[src/rtl/ib_flow_controller.sv]
// ib_flow_controller: circular-queue bookkeeping for the trace input buffer.
// Tracks head/tail, occupancy, per-entry EOF flags and overflow, and drives
// the dual-port RAM strobes/addresses. Reads are released in bursts of BURST
// entries unless a frame end is stored, in which case the buffer drains.
//
// Derived state (no explicit state register; it follows occupancy/eof_pending)
//   state | meaning
//   IDLE  | occupancy == 0
//   FILL  | occupancy != 0, eof_pending == 0; reads wait for BURST entries
//   DRAIN | eof_pending != 0; reads whenever ready_in
module ib_flow_controller #(
  parameter int IB_DEPTH    = 4,
  parameter int BURST       = 2,
  parameter int RAM_LATENCY = 1,
  parameter int CNT_WIDTH   = 16,
  localparam int AW         = $clog2(IB_DEPTH)
) (
  input  logic                 clk,
  input  logic                 rst_n,
  input  logic                 valid_in,
  input  logic                 eof_in,
  input  logic                 ready_in,
  output logic                 wr_en,
  output logic [AW-1:0]        wr_addr,
  output logic                 rd_en,
  output logic [AW-1:0]        rd_addr,
  output logic                 valid_out,
  output logic                 eof_out,
  output logic [AW:0]          occupancy,
  output logic                 full,
  output logic                 empty,
  output logic [CNT_WIDTH-1:0] drop_count,
  output logic                 overflow
);

  localparam logic [AW:0] DEPTH_V = (AW+1)'(IB_DEPTH);
  localparam logic [AW:0] BURST_V = (AW+1)'(BURST);

  logic [AW-1:0]          head;
  logic [AW-1:0]          tail;
  logic [AW-1:0]          head_prev;
  logic [IB_DEPTH-1:0]    eof_flag;
  logic [AW:0]            eof_pending;
  logic [RAM_LATENCY-1:0] vld_pipe;
  logic [RAM_LATENCY-1:0] eof_pipe;
  logic                   accept;
  logic                   drop;
  logic                   eof_up;
  logic                   eof_down;

  // Read/write decisions; a full buffer still accepts when a read frees a slot.
  always_comb begin
    empty     = (occupancy == '0);
    full      = (occupancy == DEPTH_V);
    rd_en     = ready_in & ~empty & ((eof_pending != '0) | (occupancy >= BURST_V));
    accept    = valid_in & (~full | rd_en);
    drop      = valid_in & ~accept;
    wr_en     = accept;
    wr_addr   = head;
    rd_addr   = tail;
    head_prev = head - AW'(1);
    // A dropped EOF is folded onto the newest stored entry (always present when full).
    eof_up    = (accept & eof_in) | (drop & eof_in & ~eof_flag[head_prev]);
    eof_down  = rd_en & eof_flag[tail];
    valid_out = vld_pipe[RAM_LATENCY-1];
    eof_out   = eof_pipe[RAM_LATENCY-1];
  end

  // Pointers and per-entry EOF flags.
  always_ff @(posedge clk or negedge rst_n) begin
    if (!rst_n) begin
      head     <= '0;
      tail     <= '0;
      eof_flag <= '0;
    end else begin
      if (accept) begin
        eof_flag[head] <= eof_in;
        head           <= head + AW'(1);
      end else if (drop && eof_in) begin
        eof_flag[head_prev] <= 1'b1;
      end
      if (rd_en) tail <= tail + AW'(1);
    end
  end

  // Occupancy and stored-EOF count.
  always_ff @(posedge clk or negedge rst_n) begin
    if (!rst_n) begin
      occupancy   <= '0;
      eof_pending <= '0;
    end else begin
      if (accept && !rd_en)      occupancy <= occupancy + (AW+1)'(1);
      else if (rd_en && !accept) occupancy <= occupancy - (AW+1)'(1);
      if (eof_up && !eof_down)      eof_pending <= eof_pending + (AW+1)'(1);
      else if (eof_down && !eof_up) eof_pending <= eof_pending - (AW+1)'(1);
    end
  end

  // Overflow accounting; the counter saturates rather than wrapping.
  always_ff @(posedge clk or negedge rst_n) begin
    if (!rst_n) begin
      drop_count <= '0;
      overflow   <= 1'b0;
    end else if (drop) begin
      overflow <= 1'b1;
      if (drop_count != '1) drop_count <= drop_count + CNT_WIDTH'(1);
    end
  end

  // Align read-valid and EOF with the RAM output data.
  always_ff @(posedge clk or negedge rst_n) begin
    if (!rst_n) begin
      vld_pipe <= '0;
      eof_pipe <= '0;
    end else begin
      vld_pipe[0] <= rd_en;
      eof_pipe[0] <= eof_flag[tail];
      for (int i = 1; i < RAM_LATENCY; i++) begin
        vld_pipe[i] <= vld_pipe[i-1];
        eof_pipe[i] <= eof_pipe[i-1];
      end
    end
  end

endmodule

[config.mk]
export PLATFORM = sky130hd
export DESIGN_NAME = ib_flow_controller
export DESIGN_NICKNAME = d
export VERILOG_FILES = /design/src/rtl/ib_flow_controller.sv
export SDC_FILE = /design/constraint.sdc
export NUM_CORES = 1
export LEC_CHECK = 0
export CORE_ASPECT_RATIO = 1.4
export CORE_UTILIZATION = 53
export CTS_BUF_LIST = sky130_fd_sc_hd__clkbuf_4
export DETAILED_ROUTE_END_ITERATION = 8
export PLACE_DENSITY = 0.79
export SYNTH_ARGS = -nofsm -noshare
export SYNTH_HDL_FRONTEND = slang
export SYNTH_SLANG_ARGS = --single-unit
[constraint.sdc]
create_clock -name clk -period 3.25 [get_ports clk]
set_input_delay 0.4875 -clock clk [delete_from_list [all_inputs] [get_ports clk]]
set_output_delay 0.4875 -clock clk [all_outputs]
set_load 0.02 [all_outputs]
-- Yosys cells after proc, flatten, opt, wreduce, memory -nomap -nowiden
Cells that the tools add are included.
- word-level logic and storage cells: 73
- input port bits: 5
- bits in registers: 33
- add/sub/neg operators: 8
- muxes and demuxes: 15
- equality and inequality tests: 2
- magnitude comparators: 6
- reduce and logical (&&, ||, !) cells: 17
- bitwise gates (word level): 16
- operators with widths (kind ; count):
    $add A16 B1 Y16 const B ; 1
    $ne A16 B16 Y1 const B ; 1
    $mux W3 ; 4
    $lt A2 B3 Y1 const B ; 3
    $and A1 B1 Y1 ; 8
    $mux W4 ; 2
    $logic_and A1 B1 Y1 ; 7
    $add A3 B1 Y3 const B ; 2
    $reduce_bool A2 Y1 ; 3
    $sub A3 B1 Y3 const B ; 2
    $add A2 B1 Y2 const B ; 2
    $bmux W1 S2 ; 2
    $bwmux W4 ; 1
    $demux W1 S2 ; 2
    $ge A2 B1 Y1 const B ; 2
    $logic_not A1 Y1 ; 4
    $mux W1 ; 4
    $not A1 Y1 ; 4
    $or A4 B4 Y4 ; 1
    $eq A3 B3 Y1 const B ; 1
    $ge A3 B2 Y1 const B ; 1
    $logic_not A3 Y1 ; 1
    $or A1 B1 Y1 ; 3
    $reduce_bool A3 Y1 ; 1
    other kinds (2) ; 2

-- Logic depth before layout (Yosys ltp)
Gate-level depths: netlist of the first run.
- depth after elaboration: 15
- depth in mapped cells: 11
- mapped depth without buffers: 11

-- Worst setup path after synthesis of the first run
No wires, ideal clock.
- path kind: reg2reg
- start: register head[0], in the netlist wr_addr[0]
- end: register eof_pending[2]
- data required time: 3.171 ns
- cell stages (with the launch flop): 12
- data arrival time: 2.391 ns
- library setup time: 0.079 ns
- path slack: 0.780 ns
- cells stage by stage: dfrtp_1 inv_1 ha_1 mux4_2 nor2_1 o21a_1 ha_1 inv_1 fa_1 xor2_1 nor2_1 xor2_1
- longest elaborated chain between the ends: 9
- elaborated cells between the ends (all ways): 11
- those cells by class: 1 x add/sub; 3 x mux; 3 x bitwise; 4 x reduce/logical
- ends and longest elaborated chain (item ; line ; RTL):
    from (decl) ; 39 ; logic [AW-1:0] head;
    from (signal assigned) ; 78 ; head <= head + AW'(1);
    $sub A2 B1 Y2 * ; 61 ; head_prev = head - AW'(1);
    named net head_prev[0] ; 41 ; logic [AW-1:0] head_prev;
    $bmux W1 S2 * ; 63 ; eof_up = (accept & eof_in) | (drop & eof_in & ~eof_flag[head_prev]);
    $mux W1 (implied by the code) * ; 63 ;
    $not A1 Y1 * ; 63 ;
    $and A1 B1 Y1 * ; 63 ;
    $or A1 B1 Y1 * ; 63 ;
    $logic_not A1 Y1 ; 95 ; else if (eof_down && !eof_up) eof_pending <= eof_pending - (AW+1)'(1);
    $logic_and A1 B1 Y1 ; 95 ;
    $reduce_bool A2 Y1 (no line) ; n/a ;
    to (signal assigned) ; 94 ; if (eof_up && !eof_down) eof_pending <= eof_pending + (AW+1)'(1);
    to (signal assigned) ; 95 ;
    to (decl) ; 43 ; logic [AW:0] eof_pending;
The timed path passes the listed nets; every way through them passes the cells marked *. The select of a mux whose other input is x is not followed.
A chain may end at the register's enable or synchronous reset.

-- Worst setup path after layout of the first run
- start: input port ready_in
- end: output port wr_en
- longest elaborated chain between the ends: 4
- ends and longest elaborated chain (item ; line ; RTL):
    from (decl) ; 22 ; input logic ready_in,
    $and A1 B1 Y1 (2 in series) ; 55 ; rd_en = ready_in & ~empty & ((eof_pending != '0) | (occupancy >= BURST_V));
    $or A1 B1 Y1 ; 56 ; accept = valid_in & (~full | rd_en);
    $and A1 B1 Y1 ; 56 ;
    to (decl) ; 23 ; output logic wr_en,
Every way passes these cells.

==> flow_metrics.env, run 1 <==
export IMPL_cts_buffer_depth=2
export IMPL_hold_buffers=0
export IMPL_grt_pass1_vias=1246
export IMPL_nets=199
export IMPL_cp_common_cell="clkdlybuf4s50_1"
export IMPL_dpl_cell_area_um2=2121
export IMPL_cp_required_ns=2.76
export IMPL_htreeDepth=2
export IMPL_final_hold_viol_count=0
export IMPL_dpl_hpwl_um=2487
export IMPL_root_buffer="clkbuf_4"
export IMPL_cts_setup_buffers=0
export IMPL_switchingPower_w=0.0006362
export IMPL_power_leakage_nw=1.003
export IMPL_worstPathMaxFanout=14
export IMPL_finalCritPeriodShare_pct=85.56
export IMPL_rows=24
export IMPL_ys_seq_elements=33
export IMPL_drive_above_1_share_pct=11.83
export IMPL_vias_per_cell=5.560
export IMPL_netlist_cell_type_count=38
export IMPL_die_h_um=69.88
export IMPL_grt_pass1_wl_um=5775
export IMPL_cts_tree="yes"
export IMPL_die_area_um2=3528
export IMPL_yosys_warnings=0
export IMPL_vias=1251
export IMPL_seqPwrFrac_pct=41.0
export IMPL_seq_area_frac_synth_pct=47.35
export IMPL_cp_end_kind="output port"
export IMPL_finalSetupViolCount=0
export IMPL_min_path_type="reg -> reg"
export IMPL_syn_to_final_growth_pct=24.75
export IMPL_async_flop_share_pct=100.0
export IMPL_start_kind="input port"
export IMPL_io_buffers=34
export IMPL_synthFlopType="dfrtp_1"
export IMPL_grt_usage_pct=22.44
export IMPL_die_x_um=50.49
export IMPL_power_density_nw_per_um2=761.6
export IMPL_wl_per_cell_um=15.20
export IMPL_start_util_pct=55.85
export IMPL_drv_slew=0
export IMPL_stdcell_area_um2=2176
export IMPL_synth_area_per_cell_um2=11.95
export IMPL_max_stage_delay_ns=0.73
export IMPL_synth_edf_count=0
export IMPL_clock_sinks=33
export IMPL_timing_fmax_mhz=359.6
export IMPL_wl_um=3420
export IMPL_netlist_area_um2=1744
export IMPL_power_internal_w=0.001021
export IMPL_outcome="completed"
export IMPL_cts_repair_resize_count=0
export IMPL_grt_max_degree=34
export IMPL_core_um2=3123
export IMPL_drc=0
export IMPL_setup_tns_ns=0
export IMPL_diodes=0
export IMPL_dr_pass1_iters=4
export IMPL_clock_latency_ns=0.35
export IMPL_rsz0062_at_grt="no"
export IMPL_crit_path_top_delay_cell="clkdlybuf4s50_1"
export IMPL_clkPwrFrac_pct=13.7
export IMPL_p_sw_share_pct=38.40
export IMPL_postRouteAntennaNets=0
export IMPL_ioPinCount=35
export IMPL_crit_chain="clkdlybuf4s50_1 > nor4b_4 > nor2b_2 > clkdlybuf4s50_1"
export IMPL_tightestPinTransition_ns=0.5412
export IMPL_fin_crit_ns=2.781
export IMPL_numCtsBuffers=5
export IMPL_crit_type="in -> out"
export IMPL_grt_ovfl_total=0
export IMPL_grt_antenna_before_repair=0
export IMPL_clk_pin_slew_worst_paths_ns=0.10
export IMPL_synthesis_nets=160
export IMPL_finClkSkew_ns=0.01619
export IMPL_drt_iter0_markers=21
export IMPL_synthCells=146
export IMPL_pwr_share_comb_pct=45.3
export IMPL_relSlewSlack_pct=63.76
export IMPL_gp_congestion=0.7633
export IMPL_arrival_ns=2.29
export IMPL_peakVddDrop_mv=0.5534
export IMPL_drv_cap=0
-- cell type report --
type	instances	area [um2]
fill	246	947.2
multi-input combinational	104	875.8
sequential	33	825.8
timing repair buffer	35	347.8
tap	39	48.80
clock buffer	6	45.04
inverter	6	22.52
clock inverter	2	10.01
-- Yosys cell counts (2+ instances only) --
cell type | instances | share of area, %
dfrtp_1 | 33 | 47
xor2_1 | 15 | 7.5
nand2_1 | 13 | 2.8
a22o_1 | 8 | 4.0
ha_1 | 7 | 5.0
xnor2_1 | 7 | 3.5
inv_1 | 6 | 1.3
nor2_1 | 6 | 1.3
nand3_1 | 4 | 1.1
nor3_1 | 4 | 1.1
a211oi_1 | 3 | 1.3
and3_1 | 3 | 1.1
mux2_2 | 3 | 1.9
a31oi_1 | 2 | 0.72
and4_1 | 2 | 1.0
and4bb_2 | 2 | 1.4
fa_1 | 2 | 2.3
mux4_2 | 2 | 2.6
nand4_1 | 2 | 0.72
nand4b_1 | 2 | 1.0
nor3b_1 | 2 | 0.86
o31a_1 | 2 | 1.0
-- metal layers --
| layer | GRT usage (%) | routed length (um) | vias to the layer above | part of all wire (%) |
|---|---|---|---|---|
| met5 | 0 | 0 | - | 0 |
| met4 | 10.49 | 90 | 0 | 2.6 |
| met3 | 6.536 | 147 | 10 | 4.3 |
| met2 | 34.81 | 1658 | 35 | 48 |
| met1 | 28.57 | 1524 | 606 | 45 |
| li1 | - | - | 600 | - |
-- cell usage in the layout, fill, tap and decap left out, types with 4 or more instances in the layout --
cell type	count
nor3_1	4
xor2_1	15
nand2_1	13
clkdlybuf4s50_1	34
dfrtp_1	33
clkbuf_4	6
xnor2_1	7
nor2_1	6
a22o_1	8
ha_1	7
nand3_1	4
inv_1	6
-- per-stage QoR --
stage | hold slack [ns] | setup WS (ns) | cells | power [W] | util (%)
after floorplan | 0.1919 | 0.7796 | 146 | 0.001149 | -
after global placement | 0.4611 | 0.4178 | 217 | 0.001405 | 67.91
after global routing | 0.5086 | 0.3706 | 225 | 0.001767 | 69.67
after CTS | 0.4809 | 0.4906 | 225 | 0.001673 | 69.67
final | 0.4907 | 0.4693 | 225 | 0.001657 | 69.67
after detailed placement | 0.4667 | 0.3091 | 217 | 0.001442 | 67.91
-- state kept, by name (all words and copies together) (netlist names), 2 cells and up --
name,flops
drop_count,16
eof_flag,4
eof_pending,3
rd_addr,2
wr_addr,2
occupancy,3
-- worst paths after layout --
path                                start              to  slack (ns)  cells past startpoint
max                              ready_in           wr_en        0.47                      4
min                        eof_pending[2]  eof_pending[2]        0.49                      1
max reg2reg                    wr_addr[0]  eof_pending[2]        0.70                     11
min reg2reg                eof_pending[2]  eof_pending[2]        0.49                      1
max in group asynchronous           rst_n  drop_count[12]        2.42                      2
min in group asynchronous           rst_n   drop_count[8]        0.53                      2
-- critical path: cells and delay by family --
kind / cells / cell delay (ns)
buffers and inverters: 2 / 1.26
AND/OR/NAND/NOR: 2 / 0.55
-- power groups by stage --
stage	Sequential [W]	Combinational [W]	Clock, W
2_1_floorplan	0.000753	0.000397	0
3_3_place_gp	0.000684	0.000721	0
3_5_place_dp	0.000689	0.000753	0
4_1_cts	0.000682	0.000756	0.000235
5_1_grt	0.000706	0.000813	0.000248
6_report	0.000679	0.000750	0.000228
-- cells by family (layout without fill, tap and decap cells) --
logic type | after synthesis | after routing | synth area share [%]
xor+xnor | 22 | 22 | 11.05
flops | 33 | 33 | 47.35
mux | 5 | 5 | 4.519
buf+inv | 9 | 49 | 2.438
fa+ha+maj | 9 | 9 | 7.317
simple gates | 48 | 48 | 18.29
compound gates | 20 | 20 | 9.039
Note: power is estimated with default switching activity, not from simulation.
==> inputs of run 2 (changes only) <==
--- a/config.mk
+++ b/config.mk
@@ -6,9 +6,11 @@
 export NUM_CORES = 1
 export LEC_CHECK = 0
 export CORE_ASPECT_RATIO = 1.4
+export CORE_MARGIN = 10
 export CORE_UTILIZATION = 53
 export CTS_BUF_LIST = sky130_fd_sc_hd__clkbuf_4
 export DETAILED_ROUTE_END_ITERATION = 8
+export GPL_ROUTABILITY_DRIVEN = 0
 export PLACE_DENSITY = 0.79
 export SYNTH_ARGS = -nofsm -noshare
 export SYNTH_HDL_FRONTEND = slang
==> run 2 against run 1 <==
Cell area up 0.11%. Non-clock buffer count rose by 1. Total power is 0.47% lower. Clock power fell by 6%. Final cell count rose by 0.44%. Core utilization is 0.58 points lower. Clock-buffer cell count is 1 lower. Routed wire length grew 6.8%. Via count fell by 2.1%.
==> flow_metrics.env, run 2 (synthesized netlist as in run 1, its figures left out) <==
export IMPL_ioPinCount=35
export IMPL_arrival_ns=2.27
export IMPL_hold_buffers=0
export IMPL_start_util_pct=55.32
export IMPL_final_hold_viol_count=0
export IMPL_clock_sinks=33
export IMPL_crit_type="in -> out"
export IMPL_peakVddDrop_mv=0.5022
export IMPL_grt_pass1_wl_um=6085
export IMPL_grt_pass1_vias=1323
export IMPL_grt_antenna_before_repair=0
export IMPL_vias_per_cell=5.420
export IMPL_cts_tree="yes"
export IMPL_drv_cap=0
export IMPL_finClkSkew_ns=0.009881
export IMPL_cts_setup_buffers=0
export IMPL_dpl_hpwl_um=2842
export IMPL_clock_latency_ns=0.34
export IMPL_die_x_um=68.49
export IMPL_ff2ff_path_depth=11
export IMPL_power_leakage_nw=1.002
export IMPL_most_common_layout_cells="34 x clkdlybuf4s50_1, 33 x dfrtp_1, 15 x xor2_1"
export IMPL_vias=1225
export IMPL_die_area_um2=6018
export IMPL_rows=24
export IMPL_cp_required_ns=2.76
export IMPL_drc=0
export IMPL_min_path_type="reg -> reg"
export IMPL_fin_crit_ns=2.759
export IMPL_wl_um=3654
export IMPL_drv_slew=0
export IMPL_cts_buffer_depth=2
export IMPL_finalSetupViolCount=0
export IMPL_relSlewSlack_pct=64.68
export IMPL_timing_fmax_mhz=362.4
export IMPL_post_route_util_pct=69.09
export IMPL_finalCritPeriodShare_pct=84.90
export IMPL_nets=200
export IMPL_hold_depth=1
export IMPL_postRouteAntennaNets=0
export IMPL_rsz0062_at_grt="no"
export IMPL_die_h_um=87.88
export IMPL_htreeDepth=2
export IMPL_tightestPinTransition_ns=0.5274
export IMPL_grt_usage_pct=13.33
export IMPL_wl_per_cell_um=16.17
export IMPL_top_register="drop_count"
export IMPL_syn_to_final_growth_pct=24.89
export IMPL_grt_ovfl_total=0
export IMPL_power_density_nw_per_um2=757.1
export IMPL_grt_max_degree=34
export IMPL_p_total_w=0.001649
export IMPL_outcome="completed"
export IMPL_largest_register_ffs=16
export IMPL_start_kind="input port"
export IMPL_cp_end_kind="output port"
export IMPL_cts_repair_resize_count=0
export IMPL_clk_pin_slew_worst_paths_ns=0.09
export IMPL_dr_pass1_iters=2
export IMPL_core_um2=3153
export IMPL_numCtsBuffers=5
export IMPL_io_buffers=34
export IMPL_drt_iter0_markers=54
export IMPL_layout_commonest_cell="clkdlybuf4s50_1"
export IMPL_top_regs="drop_count (16), eof_flag (4)"
export IMPL_worstPathMaxFanout=14
export IMPL_root_buffer="clkbuf_4"
export IMPL_setup_tns_ns=0
export IMPL_diodes=0
export IMPL_drive_above_1_share_pct=11.23
[run 2: critical path: stages]
cell	delay, ns
clkdlybuf4s50_1	0.53
nor4b_4	0.08
nor2b_2	0.46
clkdlybuf4s50_1	0.71
[run 2: area by class of cell]
type | instances | area, um2
fillers | 252 | 974.7
multi-input cells | 104 | 875.8
flip-flops and latches | 33 | 825.8
repair buffers | 36 | 355.3
well taps | 39 | 48.80
clock buffers | 5 | 37.54
inverters | 6 | 22.52
clock inverters | 3 | 12.51
[run 2: per-stage QoR]
stage                     hold WS (ns)  cells  area [um2]  setup slack (ns)
after CTS                       0.4876    226        2178            0.4690
after global routing            0.5120    226        2178            0.3910
after floorplan                 0.1919    146        1744            0.7796
after global placement          0.4549    218        2128            0.4656
final                           0.4777    226        2178            0.4909
after detailed placement        0.4607    218        2128            0.3463
[run 2: worst paths after layout]
check	startpoint	to	slack, ns
hold reg to reg	overflow	overflow	0.48
setup / recovery	ready_in	wr_en	0.49
setup reg to reg	wr_addr[0]	eof_pending[2]	0.75
min in group asynchronous	rst_n	eof_flag[0]	0.55
hold / removal	overflow	overflow	0.48
max in group asynchronous	rst_n	wr_addr[0]	2.40
[run 2: layer usage]
metal / track usage, % / wire (um) / part of all wire (%)
met4: 5.321 / 58 / 1.6
met1: 14.65 / 1421 / 39
met3: 6.522 / 316 / 8.6
met5: 0 / 0 / 0
met2: 21.28 / 1858 / 51
[run 2: where the power goes]
group          leakage [nW]  internal, W  switching, W
clock network        0.0300    0.0000781      0.000136
logic                 0.550     0.000399      0.000359
registers             0.422     0.000533      0.000144
total                  1.00      0.00101      0.000640
==> inputs of run 3 (changes only) <==
==> constraint.sdc (replaced) <==
create_clock -name clk -period 2.7 [get_ports clk]
set_input_delay 0.405 -clock clk [delete_from_list [all_inputs] [get_ports clk]]
set_output_delay 0.405 -clock clk [all_outputs]
set_load 0.02 [all_outputs]
==> run 3 against run 2 <==
Critical path depth increased by 7. Clock-buffer cell count increased by 3. Setup slack got worse by 0.36 ns.
==> flow_metrics.env, run 3 (synthesized netlist as in run 1, its figures left out) <==
export IMPL_regToRegSetupSlack_ns=0.14
export IMPL_min_path_type="in -> async"
export IMPL_power_internal_w=0.001261
export IMPL_cts_repair_resize_count=0
export IMPL_tightestPinTransition_ns=0.4235
export IMPL_dr_pass1_iters=4
export IMPL_postRouteAntennaNets=0
export IMPL_seqPwrFrac_pct=40.6
export IMPL_timing_fmax_mhz=389.9
export IMPL_diodes=0
export IMPL_peakVddDrop_mv=0.6677
export IMPL_stdcell_area_um2=2203
export IMPL_die_h_um=87.88
export IMPL_cp_end_kind="register"
export IMPL_rows=24
export IMPL_clk_pin_slew_worst_paths_ns=0.10
export IMPL_vias=1279
export IMPL_finalSetupViolCount=0
export IMPL_whs_ns=0.4625
export IMPL_fin_crit_ns=2.565
export IMPL_worstPathMaxFanout=5
export IMPL_clock_latency_ns=0.33
export IMPL_switchingPower_w=0.0007643
export IMPL_wl_per_cell_um=16.29
export IMPL_root_buffer="clkbuf_4"
export IMPL_largest_register_ffs=16
export IMPL_dpl_cell_area_um2=2143
export IMPL_top_register="drop_count"
export IMPL_core_um2=3153
export IMPL_outcome="completed"
export IMPL_syn_to_final_growth_pct=26.33
export IMPL_final_hold_viol_count=0
export IMPL_crit_type="reg -> reg"
export IMPL_power_density_nw_per_um2=919.1
export IMPL_rsz0062_at_grt="no"
export IMPL_die_x_um=68.49
export IMPL_cts_tree="yes"
export IMPL_ioPinCount=35
export IMPL_dpl_hpwl_um=2874
export IMPL_nets=202
export IMPL_drv_slew=0
export IMPL_grt_pass1_wl_um=6292
export IMPL_rr_endpoint="eof_pending[2]"
export IMPL_grt_pass1_vias=1340
export IMPL_p_sw_share_pct=37.74
export IMPL_grt_max_degree=34
export IMPL_arrival_ns=2.83
export IMPL_htreeDepth=2
export IMPL_cp_required_ns=2.96
export IMPL_drv_cap=0
export IMPL_finalCritPeriodShare_pct=95.00
export IMPL_drc=0
export IMPL_wl_um=3714
export IMPL_grt_ovfl_total=0
export IMPL_clkPwrFrac_pct=14.4
export IMPL_cts_setup_buffers=0
export IMPL_most_common_layout_cells="34 x clkdlybuf4s50_1, 33 x dfrtp_1, 15 x xor2_1"
export IMPL_setup_tns_ns=0
export IMPL_numCtsBuffers=5
export IMPL_top_regs="drop_count (16), eof_flag (4)"
export IMPL_finClkSkew_ns=0.006983
export IMPL_start_kind="register"
export IMPL_hold_buffers=0
export IMPL_drt_iter0_markers=31
export IMPL_power_leakage_nw=1.019
export IMPL_cts_buffer_depth=2
export IMPL_worstReg2RegStart="wr_addr[0]"
export IMPL_relSlewSlack_pct=71.77
export IMPL_pwr_share_comb_pct=45.0
export IMPL_drive_above_1_share_pct=13.23
export IMPL_layout_commonest_cell="clkdlybuf4s50_1"
export IMPL_ff2ff_path_depth=11
export IMPL_clock_sinks=33
export IMPL_p_total_w=0.002025
export IMPL_grt_antenna_before_repair=0
export IMPL_io_buffers=34
export IMPL_grt_usage_pct=13.69
export IMPL_vias_per_cell=5.610
export IMPL_start_util_pct=55.32
export IMPL_die_area_um2=6018
==> run 3: changes by cell type in the layout (fill, tap and decap cells not counted) <==
cell,delta
buf_4,+2
clkbuf_4,+3
clkinv_2,-1
clkinv_1,-2
==> run 3: worst max-delay path, cell delays in order, from the launching register on <==
cell and delay [ns]:
dfrtp_1 0.45, inv_1 0.12, ha_1 0.34, mux4_2 0.31, nor2_1 0.12, o21a_1 0.13
ha_1 0.18, inv_1 0.06, fa_1 0.37, xor2_1 0.15, nor2_1 0.11, xor2_1 0.15
==> run 3: per-stage QoR <==
stage                     utilization [%]  worst slack (ns)  instances
after floorplan                         -            0.2296        146
after global placement              67.98            0.1639        220
after detailed placement            67.98           0.02547        220
after CTS                           69.88            0.1158        228
after global routing                69.88           0.03234        228
final                               69.88            0.1350        228
==> run 3: final cells by class <==
class                      instances  area (um2)
clock buffer                       8       60.06
multi-input combinational        104       875.8
inverter                           6       22.52
tap                               39       48.80
timing repair buffer              38       370.4
fill                             243       949.7
sequential                        33       825.8
==> run 3: power groups by stage <==
stage / logic, W / registers [W] / clock network [W]
after global placement: 0.000890 / 0.000820 / 0
after floorplan: 0.000477 / 0.000906 / 0
final: 0.000912 / 0.000821 / 0.000292
after global routing: 0.000995 / 0.000842 / 0.000328
after CTS: 0.000933 / 0.000821 / 0.000304
after detailed placement: 0.000929 / 0.000831 / 0
==> run 3: how the worst max path moves through the flow <==
stage / cells past startpoint / slack [ns] / to / from
2_1_floorplan: 11 / 0.23 / eof_pending[2] / wr_addr[0]
3_3_place_gp: 11 / 0.16 / eof_pending[2] / ready_in
3_5_place_dp: 11 / 0.03 / eof_pending[2] / ready_in
4_1_cts: 11 / 0.12 / eof_pending[2] / wr_addr[0]
5_1_grt: 11 / 0.03 / eof_pending[2] / wr_addr[0]
6_report: 11 / 0.14 / eof_pending[2] / wr_addr[0]
==> run 3: routing by layer <==
metal / wire [um] / track usage (%) / vias to the layer above
met3: 331 / 6.010 / 6
met5: 0 / 0 / -
met4: 60 / 6.239 / 0
met2: 1946 / 21.70 / 37
met1: 1376 / 15.28 / 632
li1: - / - / 604
